$ cat src/rtl/vga_pkg.sv
// Shared pixel-domain types and constants for the VGA streaming path.
// The timing generator uses the same default geometry, so both blocks
// always agree on the frame size.
package vga_pkg;

    // Default visible geometry, shared with the timing generator
    localparam int HDISP_DEF = 800;
    localparam int VDISP_DEF = 480;

    // Scheduler states
    typedef enum logic [2:0] {
        IDLE,
        WAIT_FILL,
        WAIT_SOF,
        STREAM,
        RESYNC
    } stream_state_t;

    // One pixel, 8:8:8, red in the top byte
    typedef struct packed {
        logic [7:0] r;
        logic [7:0] g;
        logic [7:0] b;
    } rgb_t;

    // Increment that sticks at all-ones, for 8-bit event counters
    function automatic logic [7:0] sat_inc8(input logic [7:0] v);
        return (v == 8'hFF) ? v : v + 8'd1;
    endfunction

endpackage

$ cat src/rtl/vga_frame_evt.sv
// Frame event decoder: registers the active-low VS and flags its two edges.
// sync_start marks VS falling (end of a frame, inside blanking).
// sof marks VS rising (the next visible frame is about to begin).
module vga_frame_evt (
    input  logic pixel_clk,
    input  logic pixel_rst,
    input  logic i_vs,
    output logic o_sync_start,
    output logic o_sof
);

    logic r_vs_q;

    // Previous VS level; idles high because VS is active-low
    always_ff @(posedge pixel_clk or posedge pixel_rst) begin
        if (pixel_rst) begin
            r_vs_q <= 1'b1;
        end else begin
            r_vs_q <= i_vs;
        end
    end

    assign o_sync_start = r_vs_q & ~i_vs;
    assign o_sof        = ~r_vs_q & i_vs;

endmodule

$ cat src/rtl/vga_stream_ctrl.sv
// Pixel-domain scheduler between the framebuffer pixel FIFO and the VGA
// timing generator. Streaming starts only once the FIFO is primed and a frame
// starts, so a partial frame is never shown. An underflow paints one
// marker pixel, then the FIFO is drained and the stream restarts at the next
// frame boundary. A frame whose pixel count is wrong sets a sticky flag.
module vga_stream_ctrl
    import vga_pkg::*;
#(
    parameter int          HDISP           = HDISP_DEF,
    parameter int          VDISP           = VDISP_DEF,
    parameter int          LEVEL_W         = 10,
    parameter int          FILL_THRESH     = 256,
    parameter logic [23:0] UNDERFLOW_COLOR = 24'hFF00FF
) (
    input  logic               pixel_clk,
    input  logic               pixel_rst,
    input  logic               enable,
    input  logic               vga_hs,
    input  logic               vga_vs,
    input  logic               vga_de,
    input  logic [23:0]        fifo_rdata,
    input  logic               fifo_rempty,
    input  logic [LEVEL_W-1:0] fifo_level,
    output logic               fifo_rd,
    output logic [23:0]        rgb,
    output logic               hs_o,
    output logic               vs_o,
    output logic               de_o,
    output logic               resync_req,
    output logic               underflow,
    output logic               geom_err,
    output logic [7:0]         err_cnt,
    output logic               busy
);

    localparam int FRAME_PIX = HDISP * VDISP;
    localparam int CNT_W     = $clog2(FRAME_PIX + 1);
    localparam int LVL_W1    = LEVEL_W + 1;

    localparam logic [CNT_W-1:0]  FRAME_PIX_C = CNT_W'(FRAME_PIX);
    // One spare bit so a threshold equal to 2**LEVEL_W simply never fires
    localparam logic [LVL_W1-1:0] THRESH_C    = LVL_W1'(FILL_THRESH);

    stream_state_t    r_state;
    rgb_t             r_rgb;
    logic             r_hs;
    logic             r_vs;
    logic             r_de;
    logic             r_resync_req;
    logic             r_underflow;
    logic             r_geom_err;
    logic [7:0]       r_err_cnt;
    logic [CNT_W-1:0] r_pix_cnt;
    // Set when a frame reads past the expected pixel count. The counter
    // itself stops at FRAME_PIX, so this bit keeps long frames visible.
    logic             r_pix_ovf;

    logic w_sync_start;
    logic w_sof;
    logic w_level_ok;
    logic w_fifo_rd;

    vga_frame_evt u_frame_evt (
        .pixel_clk    (pixel_clk),
        .pixel_rst    (pixel_rst),
        .i_vs         (vga_vs),
        .o_sync_start (w_sync_start),
        .o_sof        (w_sof)
    );

    assign w_level_ok = ({1'b0, fifo_level} >= THRESH_C);

    // Read strobe: one per visible pixel while streaming, free-running drain
    // while resynchronising. It is never raised against an empty FIFO.
    always_comb begin
        w_fifo_rd = 1'b0;
        case (r_state)
            STREAM:  w_fifo_rd = vga_de & ~fifo_rempty;
            RESYNC:  w_fifo_rd = ~fifo_rempty;
            default: w_fifo_rd = 1'b0;
        endcase
    end

    // Scheduler FSM with the registered pixel, error flags and frame counter
    always_ff @(posedge pixel_clk or posedge pixel_rst) begin
        if (pixel_rst) begin
            r_state      <= IDLE;
            r_rgb        <= '0;
            r_resync_req <= 1'b0;
            r_underflow  <= 1'b0;
            r_geom_err   <= 1'b0;
            r_err_cnt    <= 8'd0;
            r_pix_cnt    <= '0;
            r_pix_ovf    <= 1'b0;
        end else begin
            r_resync_req <= 1'b0;
            r_rgb        <= '0;
            case (r_state)
                IDLE: begin
                    if (enable) begin
                        r_state <= WAIT_FILL;
                    end
                end
                WAIT_FILL: begin
                    if (!enable) begin
                        r_state <= IDLE;
                    end else if (w_level_ok) begin
                        r_state <= WAIT_SOF;
                    end
                end
                WAIT_SOF: begin
                    if (!enable) begin
                        r_state <= IDLE;
                    end else if (w_sof) begin
                        r_state   <= STREAM;
                        r_pix_cnt <= '0;
                        r_pix_ovf <= 1'b0;
                    end
                end
                STREAM: begin
                    // Sync lies in blanking, so it never meets a DE cycle.
                    // Enable is only looked at here, so a frame always ends.
                    if (w_sync_start) begin
                        if (r_pix_ovf || (r_pix_cnt != FRAME_PIX_C)) begin
                            r_geom_err <= 1'b1;
                        end
                        r_pix_cnt <= '0;
                        r_pix_ovf <= 1'b0;
                        if (!enable) begin
                            r_state <= IDLE;
                        end
                    end else if (vga_de) begin
                        if (fifo_rempty) begin
                            r_rgb       <= rgb_t'(UNDERFLOW_COLOR);
                            r_underflow <= 1'b1;
                            r_err_cnt   <= sat_inc8(r_err_cnt);
                            r_state     <= RESYNC;
                        end else begin
                            r_rgb <= rgb_t'(fifo_rdata);
                            if (r_pix_cnt == FRAME_PIX_C) begin
                                r_pix_ovf <= 1'b1;
                            end else begin
                                r_pix_cnt <= r_pix_cnt + 1'b1;
                            end
                        end
                    end
                end
                RESYNC: begin
                    if (w_sync_start) begin
                        r_resync_req <= 1'b1;
                        r_state      <= enable ? WAIT_FILL : IDLE;
                    end
                end
                default: begin
                    r_state <= IDLE;
                end
            endcase
        end
    end

    // Sync/DE delayed by one cycle to line up with the registered pixel
    always_ff @(posedge pixel_clk or posedge pixel_rst) begin
        if (pixel_rst) begin
            r_hs <= 1'b1;
            r_vs <= 1'b1;
            r_de <= 1'b0;
        end else begin
            r_hs <= vga_hs;
            r_vs <= vga_vs;
            r_de <= vga_de;
        end
    end

    assign fifo_rd    = w_fifo_rd;
    assign rgb        = r_rgb;
    assign hs_o       = r_hs;
    assign vs_o       = r_vs;
    assign de_o       = r_de;
    assign resync_req = r_resync_req;
    assign underflow  = r_underflow;
    assign geom_err   = r_geom_err;
    assign err_cnt    = r_err_cnt;
    assign busy       = (r_state == STREAM);

endmodule

$ cat config.mk
export PLATFORM = sky130hd
export DESIGN_NAME = vga_stream_ctrl
export DESIGN_NICKNAME = d
export VERILOG_FILES = /design/src/rtl/vga_pkg.sv /design/src/rtl/vga_frame_evt.sv /design/src/rtl/vga_stream_ctrl.sv
export SDC_FILE = /design/constraint.sdc
export NUM_CORES = 1
export LEC_CHECK = 0
export BUFFER_PORTS_ARGS = -buffer_cell sky130_fd_sc_hd__buf_2
export CAP_MARGIN = 15
export CELL_PAD_IN_SITES_DETAIL_PLACEMENT = 1
export CELL_PAD_IN_SITES_GLOBAL_PLACEMENT = 1
export CORE_UTILIZATION = 42
export DETAILED_ROUTE_END_ITERATION = 10
export PLACE_DENSITY = 0.86
export SYNTH_ARGS = -nofsm -noshare
export SYNTH_HDL_FRONTEND = slang
export SYNTH_HIERARCHICAL = 1
export SYNTH_SLANG_ARGS = --single-unit
$ cat constraint.sdc
create_clock -name pixel_clk -period 4.52 [get_ports pixel_clk]
set_clock_uncertainty 0.2 [all_clocks]
set_input_delay 0.226 -clock pixel_clk [delete_from_list [all_inputs] [get_ports pixel_clk]]
set_output_delay 0.226 -clock pixel_clk [all_outputs]
set_load 0.03 [all_outputs]
==> metrics.yaml <==
status:
  status: "complete, but fails checks"
  failed_checks: "DRC"
drt:
  num_vias: 2506
  drt_pass1_iterations: 7
  drtAntennaViolNets: 0
  drc: 6
  drt_iter0_drc: 178
  via_per_inst: 5.45
  wl_per_cell_um: 16.8
  wl_um: 7710
placed_design:
  dpl.hpwl_um: 4700
  placedInstanceArea_um2: 3180
  place.gp.congestion: 0.834
  port_buffers: 72
  dp.cells: 416
final_layout:
  layout.cells.non_filler: 460
  syn_to_final_growth_pct: 29.6
  multiInputGateArea_um2: 1120
  drive_above_1_share: 0.272
  diodes: 0
  final_cell_area_um2: 3650
  finalNetCount: 422
  ff_latch_area_um2: 1560
  nFillCells: 732
  final_core_util: 0.568
setup_path:
  critPathKind: "in -> reg"
  cp-end-kind: "register"
  cp.required_ps: 4500
  start_kind: "input pin"
  path_max_fanout: 18
  arrival_ps: 2560
die:
  die_y_um: 83.9
  die_w_um: 83.9
  start_util: 0.438
  fp-row-count: 29
  die_area_um2: 7030
  num_io_pins: 81
  core_um2: 6420
sta:
  rsz0062_at_grt: "false"
  finalHoldViolCount: 0
  drv_slew: 0
  finalCriticalPeriod_ps: 2580
  max_slew_margin: 0.477
  finalSetupTns_ps: 0
  final-setup-viol-count: 0
  fmax_mhz: 387
  post-route-period-util: 0.571
  tightest_slew_ps: 784
clock_network:
  htree_levels: 3
  clk_pin_slew_ps: 70
  clkSinkCount: 62
  cts-root-buf: "clkbuf_8"
  worstSkewPairLatency_ps: 340
  cts_tree: "yes"
  clk_path_buf_depth: 2
  tritoncts.num_buffers: 9
logic_synthesis:
  synth_warnings: 6
  synth_cell_types: 43
  synth_nets: 321
  synth_edf_count: 0
  yosysMostFrequentCell: "dfrtp_1"
  synth_ff_type: "dfrtp_1"
  netlist_area_um2: 2820
  syn_inst: 277
  synth_area_leaders: "dfrtp_1 (52%), nor2_1 (5.5%), a31oi_1 (3.6%)"
  yosys-top-cells-count: "dfrtp_1 (59), nor2_1 (41), nand2_1 (22)"
  ys_seq_area_frac: 0.552
  yosys.area.top_type: "dfrtp_1"
  yosysTopAreaCellShare: 0.524
  syn_area_per_cell_um2: 10.2
  synth_seq_cells: 62
  async_flop_share: 1.00
power:
  power-per-cell-area_nw_per_um2: 423
  leakage_uw: 0.00178
  clkPwrFrac: 0.299
  pwr-share-seq: 0.442
  ir_worst_vdd_mv: 0.320
  p_int_uw: 999
  power_uw: 1540
  sw_frac_of_total: 0.352
  pwr-share-comb: 0.259
  net-switching-power_uw: 542
global_route:
  grt_pass1_wl_um: 13100
  grt_overflow: 0
  antenna_found_initial: 0
  grt_pass1_vias: 2678
  grtUsageTotal: 0.240
  grt_start_max_net_pins: 35
min_path:
  hp-class: "in -> reg"
job:
  drv_cap: 0
[what timing repair did]
item	CTS	global route
endpoints found under the hold margin	56	0
resized for setup	0	0
hold buffers	28	0
buffers inserted	0	0
[layout by cell type (no fill, tap or decap), types with 2 or more instances in the layout]
master         instances
nand3_1               15
nor2b_1                2
nand2b_1               7
nand4_1                5
nand2_1               22
and4_1                 3
and2_1                10
nor4_2                 2
a21oi_1               17
a41oi_1                3
o21ai_0                8
clkinv_2               2
dlygate4sd3_1         28
buf_2                 72
dfrtp_1               59
ha_1                   3
a31oi_1               16
mux2_2                 3
nor4_1                 4
nor2_1                41
and3_1                 3
xnor2_1                6
inv_1                  9
clkbuf_8              12
nor3_1                 5
dfstp_2                3
and3b_1                2
o21ai_1                4
[metrics by stage]
step / hold slack (ps) / setup WS [ps]
3_3_place_gp: 41.9 / 2070
6_report: 137 / 1940
5_1_grt: 146 / 1820
4_1_cts: 123 / 1990
2_1_floorplan: -84.3 / 2440
3_5_place_dp: 66.3 / 1990
[area by class of cell]
class | instances | area share
Clock buffer | 13 | 0.0463
Clock inverter | 3 | 0.00480
Inverter | 10 | 0.0103
Multi-Input combinational cell | 194 | 0.308
Sequential cell | 62 | 0.426
Tap cell | 77 | 0.0264
Timing Repair Buffer | 101 | 0.178
[state kept, by name, indices dropped and copies added, names as in the netlist]
name and flops:
rgb 24, hs_o 1, r_pix_cnt 19, r_state 3
underflow 1, r_pix_ovf 1, geom_err 1, err_cnt 8
u_frame_evt/r_vs_q 1, de_o 1, vs_o 1, resync_req 1
[layer usage]
layer / part of all wire / GRT usage / vias up
met1: 0.40 / 0.281 / 1241
li1: - / - / 1175
met4: 0.015 / 0.0799 / 0
met2: 0.52 / 0.412 / 78
met5: 0 / 0 / -
met3: 0.061 / 0.0801 / 12
[kinds of logic (layout without fill, tap and decap cells)]
| logic type | after synthesis | in the layout | share of synthesized area |
|---|---|---|---|
| compound gates | 55 | 55 | 0.122 |
| fa+ha+maj | 4 | 4 | 0.0169 |
| flops | 62 | 62 | 0.552 |
| buf+inv | 21 | 127 | 0.0484 |
| xor+xnor | 7 | 7 | 0.0218 |
| simple gates | 125 | 125 | 0.226 |
| mux | 3 | 3 | 0.0120 |
[critical path, cell delays in order]
cell	delay, ps
dlygate4sd3_1	540
buf_2	150
nor2b_1	420
nand2b_1	230
o21ai_0	150
nor2_2	640
a31oi_1	190
[final timing paths]
kind | cells past startpoint | from | to | slack, ps
max reg2reg | 5 | u_frame_evt/r_vs_q | r_pix_cnt[15] | 1960
min | 3 | fifo_rempty | rgb[18] | 140
min in group asynchronous | 3 | pixel_rst | u_frame_evt/r_vs_q | 250
max in group asynchronous | 4 | pixel_rst | hs_o | 2930
min reg2reg | 1 | geom_err | geom_err | 270
max | 7 | vga_vs | r_pix_cnt[15] | 1940
[power groups by stage]
stage / Combinational [µW] / Clock [µW] / Sequential [µW]
floorplan: 215 / 0 / 748
global placement: 362 / 0 / 684
detailed placement: 376 / 0 / 688
CTS: 396 / 471 / 679
global route: 435 / 497 / 692
finish: 399 / 460 / 682
Power figures use the tool's default switching activity.
